`config.mk`:
```
export PLATFORM = sky130hd
export DESIGN_NAME = mem_access
export DESIGN_NICKNAME = d
export VERILOG_FILES = /design/src/rtl/psrv32_pkg.sv /design/src/rtl/mem_align.sv /design/src/rtl/mem_access.sv
export SDC_FILE = /design/constraint.sdc
export NUM_CORES = 1
export LEC_CHECK = 0
export ABC_AREA = 0
export CORE_MARGIN = 4
export CORE_UTILIZATION = 43
export CTS_BUF_LIST = sky130_fd_sc_hd__clkbuf_8
export CTS_CLUSTER_SIZE = 40
export DETAILED_ROUTE_END_ITERATION = 6
export GPL_ROUTABILITY_DRIVEN = 0
export PLACE_DENSITY = 0.79
export SLEW_MARGIN = 10
export SYNTH_ARGS = -nofsm -noshare
export SYNTH_HDL_FRONTEND = slang
export SYNTH_SLANG_ARGS = --single-unit
```
`constraint.sdc`:
```
create_clock -name clk_i -period 1.8 [get_ports clk_i]
set_clock_uncertainty 0.2 [all_clocks]
set_input_delay 0.27 -clock clk_i [delete_from_list [all_inputs] [get_ports clk_i]]
set_output_delay 0.27 -clock clk_i [all_outputs]
set_load 0.01 [all_outputs]
```
`src/rtl/psrv32_pkg.sv`:
```
// Shared MEM-stage definitions: funct3 access codes, stage state, and the
// EX/MEM and MEM/WB bundle types used by mem_access and mem_align.
package psrv32_pkg;

    localparam logic [2:0] F3_B  = 3'b000;
    localparam logic [2:0] F3_H  = 3'b001;
    localparam logic [2:0] F3_W  = 3'b010;
    localparam logic [2:0] F3_BU = 3'b100;
    localparam logic [2:0] F3_HU = 3'b101;

    typedef enum logic [1:0] {
        SZ_BYTE = 2'd0,
        SZ_HALF = 2'd1,
        SZ_WORD = 2'd2
    } acc_size_t;

    typedef enum logic {
        S_IDLE = 1'b0,
        S_WAIT = 1'b1
    } mem_state_t;

    typedef struct packed {
        logic [31:0] alu_result;
        logic [31:0] store_data;
        logic [4:0]  write_reg;
        logic        regwrite;
        logic        memread;
        logic        memwrite;
        logic [2:0]  funct3;
    } ex_mem_t;

    typedef struct packed {
        logic        valid;
        logic [31:0] data;
        logic [4:0]  rd;
        logic        regwrite;
    } mem_wb_t;

    // What must survive from acceptance until the bus acknowledges.
    typedef struct packed {
        logic [31:0] alu_result;
        logic [4:0]  write_reg;
        logic        regwrite;
        logic        is_load;
        logic [2:0]  funct3;
    } mem_pend_t;

    function automatic acc_size_t f3_size(input logic [2:0] f3);
        if (f3[1:0] == F3_B[1:0])      return SZ_BYTE;
        else if (f3[1:0] == F3_H[1:0]) return SZ_HALF;
        else                           return SZ_WORD;
    endfunction

    function automatic logic f3_unsigned(input logic [2:0] f3);
        return (f3 == F3_BU) || (f3 == F3_HU);
    endfunction

endpackage

```
`src/rtl/mem_align.sv`:
```
// Combinational load/store lane logic: store byte enables and lane-replicated
// write data, misalignment detection, and load byte/half extraction with extension.
module mem_align
    import psrv32_pkg::*;
(
    input  logic [2:0]  st_funct3,
    input  logic [1:0]  st_offset,
    input  logic [31:0] st_data,
    output logic [3:0]  st_be,
    output logic [31:0] st_wdata,
    output logic        misaligned,
    input  logic [2:0]  ld_funct3,
    input  logic [1:0]  ld_offset,
    input  logic [31:0] ld_rdata,
    output logic [31:0] ld_data
);

    logic [31:0] byte_shift;
    logic [31:0] half_shift;

    // NOTE: every always_comb output gets a default first so no path infers a latch.
    always_comb begin
        st_be      = 4'b1111;
        st_wdata   = st_data;
        misaligned = 1'b0;
        case (f3_size(st_funct3))
            SZ_BYTE: begin
                st_be    = 4'b0001 << st_offset;
                st_wdata = {4{st_data[7:0]}};
            end
            SZ_HALF: begin
                st_be      = 4'b0011 << st_offset;
                st_wdata   = {2{st_data[15:0]}};
                misaligned = st_offset[0];
            end
            default: misaligned = (st_offset != 2'b00);
        endcase
    end

    always_comb begin
        byte_shift = ld_rdata >> {ld_offset, 3'b000};
        half_shift = ld_rdata >> {ld_offset[1], 4'b0000};
        case (f3_size(ld_funct3))
            SZ_BYTE: ld_data = f3_unsigned(ld_funct3) ? {24'b0, byte_shift[7:0]}
                                                      : {{24{byte_shift[7]}}, byte_shift[7:0]};
            SZ_HALF: ld_data = f3_unsigned(ld_funct3) ? {16'b0, half_shift[15:0]}
                                                      : {{16{half_shift[15]}}, half_shift[15:0]};
            default: ld_data = ld_rdata;
        endcase
    end

endmodule

```
`src/rtl/mem_access.sv`:
```
// MEM pipeline stage: accepts the EX bundle, runs loads/stores over a req/ack
// data bus and emits the registered MEM/WB bundle. Build option MEM_TIMEOUT_EN adds bus_err_o.
module mem_access
    import psrv32_pkg::*;
#(
    parameter int TIMEOUT_CYCLES = 255,
    parameter int CNT_W          = 8
) (
    input  logic        clk_i,
    input  logic        reset_ni,
    input  logic        ex_valid_i,
    output logic        ex_ready_o,
    input  logic [31:0] alu_result_i,
    input  logic [31:0] read_data2_i,
    input  logic [4:0]  write_reg_i,
    input  logic        regwrite_i,
    input  logic        memread_i,
    input  logic        memwrite_i,
    input  logic [2:0]  funct3_i,
    output logic        dmem_req_o,
    output logic        dmem_we_o,
    output logic [31:0] dmem_addr_o,
    output logic [3:0]  dmem_be_o,
    output logic [31:0] dmem_wdata_o,
    input  logic        dmem_ack_i,
    input  logic [31:0] dmem_rdata_i,
    output logic        wb_valid_o,
    output logic [31:0] wb_data_o,
    output logic [4:0]  wb_rd_o,
    output logic        wb_regwrite_o,
    output logic        misaligned_o
`ifdef MEM_TIMEOUT_EN
    ,
    output logic        bus_err_o
`endif
);

    mem_state_t  state_q, state_d;
    ex_mem_t     ex;
    mem_pend_t   pend_q;
    mem_wb_t     wb_q;
    logic        misal_q;
    logic [3:0]  st_be;
    logic [31:0] st_wdata;
    logic        st_misaligned;
    logic [31:0] ld_data;
    logic        accept, is_mem, pass_hit, start_mem, misal_hit, ack_hit, timeout_hit;

    assign ex = '{alu_result: alu_result_i, store_data: read_data2_i,
                  write_reg: write_reg_i, regwrite: regwrite_i,
                  memread: memread_i, memwrite: memwrite_i, funct3: funct3_i};

    mem_align u_align (
        .st_funct3  (ex.funct3),
        .st_offset  (ex.alu_result[1:0]),
        .st_data    (ex.store_data),
        .st_be      (st_be),
        .st_wdata   (st_wdata),
        .misaligned (st_misaligned),
        .ld_funct3  (pend_q.funct3),
        .ld_offset  (pend_q.alu_result[1:0]),
        .ld_rdata   (dmem_rdata_i),
        .ld_data    (ld_data)
    );

`ifdef MEM_TIMEOUT_EN
    logic [CNT_W-1:0] cnt_q;
    logic             bus_err_q;
    assign bus_err_o = bus_err_q;
`else
    wire unused_cfg = (TIMEOUT_CYCLES != 0) ^ (CNT_W != 0);
`endif

    always_comb begin
        accept      = ex_valid_i && (state_q == S_IDLE);
        is_mem      = ex.memread || ex.memwrite;
        pass_hit    = accept && !is_mem;
        start_mem   = accept && is_mem && !st_misaligned;
        misal_hit   = accept && is_mem && st_misaligned;
        ack_hit     = (state_q == S_WAIT) && dmem_ack_i;
        timeout_hit = 1'b0;
`ifdef MEM_TIMEOUT_EN
        timeout_hit = (state_q == S_WAIT) && !dmem_ack_i
                      && (cnt_q == CNT_W'(TIMEOUT_CYCLES - 1));
`endif
        state_d = state_q;
        case (state_q)
            S_IDLE:  if (start_mem) state_d = S_WAIT;
            S_WAIT:  if (ack_hit || timeout_hit) state_d = S_IDLE;
            default: state_d = S_IDLE;
        endcase
    end

    // NOTE: sequential state uses non-blocking assignments so every register samples pre-edge values.
    always_ff @(posedge clk_i or negedge reset_ni) begin
        if (!reset_ni) state_q <= S_IDLE;
        else           state_q <= state_d;
    end

    // NOTE: every datapath register is reset so outputs are defined from the first cycle.
    always_ff @(posedge clk_i or negedge reset_ni) begin
        if (!reset_ni) begin
            dmem_req_o   <= 1'b0;
            dmem_we_o    <= 1'b0;
            dmem_addr_o  <= '0;
            dmem_be_o    <= '0;
            dmem_wdata_o <= '0;
            pend_q       <= '0;
            wb_q         <= '0;
            misal_q      <= 1'b0;
        end else begin
            wb_q.valid <= 1'b0;
            misal_q    <= 1'b0;
            if (pass_hit) begin
                wb_q <= '{valid: 1'b1, data: ex.alu_result, rd: ex.write_reg, regwrite: ex.regwrite};
            end
            if (misal_hit) begin
                wb_q    <= '{valid: 1'b1, data: ex.alu_result, rd: ex.write_reg, regwrite: 1'b0};
                misal_q <= 1'b1;
            end
            if (start_mem) begin
                dmem_req_o   <= 1'b1;
                dmem_we_o    <= ex.memwrite;
                dmem_addr_o  <= {ex.alu_result[31:2], 2'b00};
                dmem_be_o    <= st_be;
                dmem_wdata_o <= st_wdata;
                pend_q       <= '{alu_result: ex.alu_result, write_reg: ex.write_reg,
                                  regwrite: ex.regwrite, is_load: !ex.memwrite,
                                  funct3: ex.funct3};
            end
            if (ack_hit) begin
                dmem_req_o <= 1'b0;
                wb_q <= '{valid: 1'b1,
                          data: pend_q.is_load ? ld_data : pend_q.alu_result,
                          rd: pend_q.write_reg,
                          regwrite: pend_q.regwrite && pend_q.is_load};
            end
            if (timeout_hit) begin
                dmem_req_o <= 1'b0;
                wb_q <= '{valid: 1'b1, data: pend_q.alu_result, rd: pend_q.write_reg, regwrite: 1'b0};
            end
        end
    end

`ifdef MEM_TIMEOUT_EN
    // Counter only advances while a request waits unanswered; restarts on each new access.
    always_ff @(posedge clk_i or negedge reset_ni) begin
        if (!reset_ni) begin
            cnt_q     <= '0;
            bus_err_q <= 1'b0;
        end else begin
            bus_err_q <= timeout_hit;
            if (start_mem)                                cnt_q <= '0;
            else if ((state_q == S_WAIT) && !dmem_ack_i) cnt_q <= cnt_q + 1'b1;
        end
    end
`endif

    assign ex_ready_o    = (state_q == S_IDLE);
    assign wb_valid_o    = wb_q.valid;
    assign wb_data_o     = wb_q.data;
    assign wb_rd_o       = wb_q.rd;
    assign wb_regwrite_o = wb_q.regwrite;
    assign misaligned_o  = misal_q;

endmodule

```
==> results <==
logic make-up after synthesis:
group	share of synthesized area, %
and+or+nand+nor	24.2
AOI/OAI and AO/OA	15.2
DFF	45.9
buffers and inverters	8.68
muxes	5.99
other	0.0568
cell usage after synthesis, drive strengths merged, types with 2 or more instances:
cell type | n | area (um^2)
o311a | 6 | 60.1
a31oi | 13 | 96.3
nor3 | 33 | 190
a211oi | 2 | 27.5
nor2b | 10 | 62.6
nand3 | 35 | 175
dfrtp | 121 | 3030
a221o | 10 | 100
inv | 4 | 15.0
or3 | 12 | 75.1
o31ai | 2 | 15.0
mux2i | 26 | 260
buf | 73 | 487
clkbuf | 19 | 71.3
a22o | 8 | 75.1
mux2 | 10 | 113
o21ai | 25 | 136
o22ai | 7 | 43.8
a22oi | 6 | 45.0
o211ai | 12 | 90.1
a21oi | 33 | 165
nand2 | 214 | 803
a221oi | 9 | 78.8
nor4 | 5 | 31.3
nor2 | 45 | 171
nand2b | 3 | 18.8
or2 | 2 | 12.5
and4 | 2 | 17.5
registers in the layout, summed over array words and instances, names as in the netlist:
| register | count |
|---|---|
| pend_q | 42 |
| dmem_req_o | 1 |
| dmem_wdata_o | 32 |
| dmem_we_o | 1 |
| wb_rd_o | 5 |
| dmem_be_o | 4 |
| wb_valid_o | 1 |
| wb_data_o | 32 |
| state_q | 1 |
| misaligned_o | 1 |
| wb_regwrite_o | 1 |
tightest hold or removal path: cells and delay by family:
kind | cells | cell delay, ps
buf+inv | 3 | 870
power breakdown:
| part | leakage [nW] | internal (W) | switching, W |
|---|---|---|---|
| registers | 1.48 | 0.00345 | 0.000558 |
| logic | 3.04 | 0.00207 | 0.00212 |
| clock network | 0.198 | 0.00137 | 0.00119 |
| total | 4.71 | 0.00689 | 0.00387 |
per-stage QoR:
stage | power [W] | utilization, %
global route | 0.0113 | 65.5
finish | 0.0108 | 65.5
floorplan | 0.00612 | -
global placement | 0.00830 | 61.4
CTS | 0.0106 | 64.1
detailed placement | 0.00839 | 61.4
final timing paths:
kind,from,to,cells past startpoint
hold reg to reg,pend_q[7],pend_q[7],2
min in group clk_i,funct3_i[2],pend_q[2],3
setup reg to reg,pend_q[11],wb_data_o[9],5
max in group asynchronous,reset_ni,pend_q[32],3
setup / recovery,pend_q[11],wb_data_o[9],5
hold / removal,reset_ni,wb_rd_o[4],3
metal layers:
layer	share of wire [%]	wire length, um	vias to the layer above
li1	-	-	3109
met4	3.5	802	0
met5	0	0	-
met1	40	9290	3228
met3	9.6	2210	66
met2	46	10700	386
area by class of cell:
cell class / instances / area [um^2] / area share, %
clock buffers: 17 / 234 / 2.36
clock inverters: 14 / 175 / 1.77
inverters: 4 / 15.0 / 0.151
multi-input cells: 546 / 3180 / 32.1
flip-flops and latches: 121 / 3030 / 30.6
well taps: 188 / 235 / 2.37
repair buffers: 317 / 3040 / 30.7
what timing repair did:
item / in CTS / in global routing
hold buffers: 1 / 0
gates resized for setup: 127 / 30
cloned: 0 / 1
setup buffers: 6 / 7
setup endpoints to repair: 189 / 75
hold endpoints to repair: 121 / 0
pin swaps: 3 / 9
==> flow_summary.json <==
{
  "status": "finished with violations",
  "violations": "DRC, setup timing",
  "met2_usage_pct": 40.6,
  "vdd_drop_max_v": 0.000673,
  "design_area_um2": 9910,
  "layout.nets": 1118,
  "initial_core_util_pct": 43.6,
  "dp_hpwl_um": 16300,
  "period_share_pct": 106,
  "synthArstFlopShare_pct": 100,
  "drt_iter0_drc": 706,
  "core_um2": 15100,
  "drc": 1,
  "max_freq_ghz": 0.525,
  "leakage_nw": 4.71,
  "setup_viol": 18,
  "pre_cts_slack_ps": -451,
  "tns_ps": -879,
  "antenna_found_initial": 0,
  "wl_per_cell_um": 19.0,
  "fillCellCount": 1244,
  "dieArea_um2": 17400,
  "cp_slowest_cell": "mux4_2",
  "layout_common_cells": "nand2_1, dfrtp_1, clkdlybuf4s50_1, dlygate4sd2_1, buf_4",
  "drv_cap": 0,
  "layoutNonFillerInstCount": 1207,
  "critPathKind": "reg -> reg",
  "finalHoldViolCount": 0,
  "avgSynthCellArea_um2": 8.66,
  "cts_made_buffers": 17,
  "ioPinCount": 222,
  "ys_types": 55,
  "drive_above_1_share_pct": 17.7,
  "grt_pass1_vias": 6562,
  "io_buffers": 219,
  "setup_ws_ps": -104,
  "ctsHtreeMaxLevel": 4,
  "required_ps": 1940,
  "area_growth_syn_to_layout_pct": 50.2,
  "yosysWarnings": 0,
  "r2r_setup_slack_ps": -100,
  "insertion_delay_ps": 450,
  "synth_seq_cells": 121,
  "firstDrtPassIters": 7,
  "clockRootBuffer": "clkbuf_8",
  "grt.met3_usage_pct": 6.87,
  "die_h_um": 132,
  "worstSetupEndpointType": "register",
  "crit_path_max_fanout": 7,
  "crit_chain": "mux4_2 > a211oi_4 > buf_6 > a22o_1 > nor3_1",
  "whs_ps": 137,
  "rsz0062_at_grt": "yes",
  "gr-total-overflow": 0,
  "cp_top_family": "multiplexers",
  "ant_nets": 0,
  "grtUsageMet1_pct": 33.2,
  "netlist_area_um2": 6600,
  "grt_use_total_pct": 25.3,
  "final.min_clock_period_ps": 1900,
  "cts_tree": "done",
  "hold_path_class": "in -> async",
  "place_area_um2": 9300,
  "die_width_um": 132,
  "grt.busiest_layer": "met2",
  "synth_flop_cell": "dfrtp_1",
  "grt_pass1_wl_um": 35300,
  "placed_cells": 1162,
  "yosysSeqAreaShare_pct": 45.9,
  "cts.sinks": 121,
  "crit_buf_inv": 1,
  "critPathLaunchType": "register",
  "syn_inst": 762,
  "grt_max_degree": 82,
  "cp_slowest_stage_delay_ps": 560,
  "p_per_area_nw_per_um2": 1090,
  "vias_per_cell": 5.62,
  "maxSlewViolCount": 0,
  "synth_enable_flop_cells": 0,
  "wl_um": 23000,
  "antenna-diode-count": 0,
  "num_vias": 6789,
  "clk_pin_slew_ps": 70,
  "layout_commonest_cell": "nand2_1",
  "rows": 45,
  "cts.path.max_buffers": 2,
  "worstPathArrival_ps": 2040
}
(Power assumes the default switching activity.)
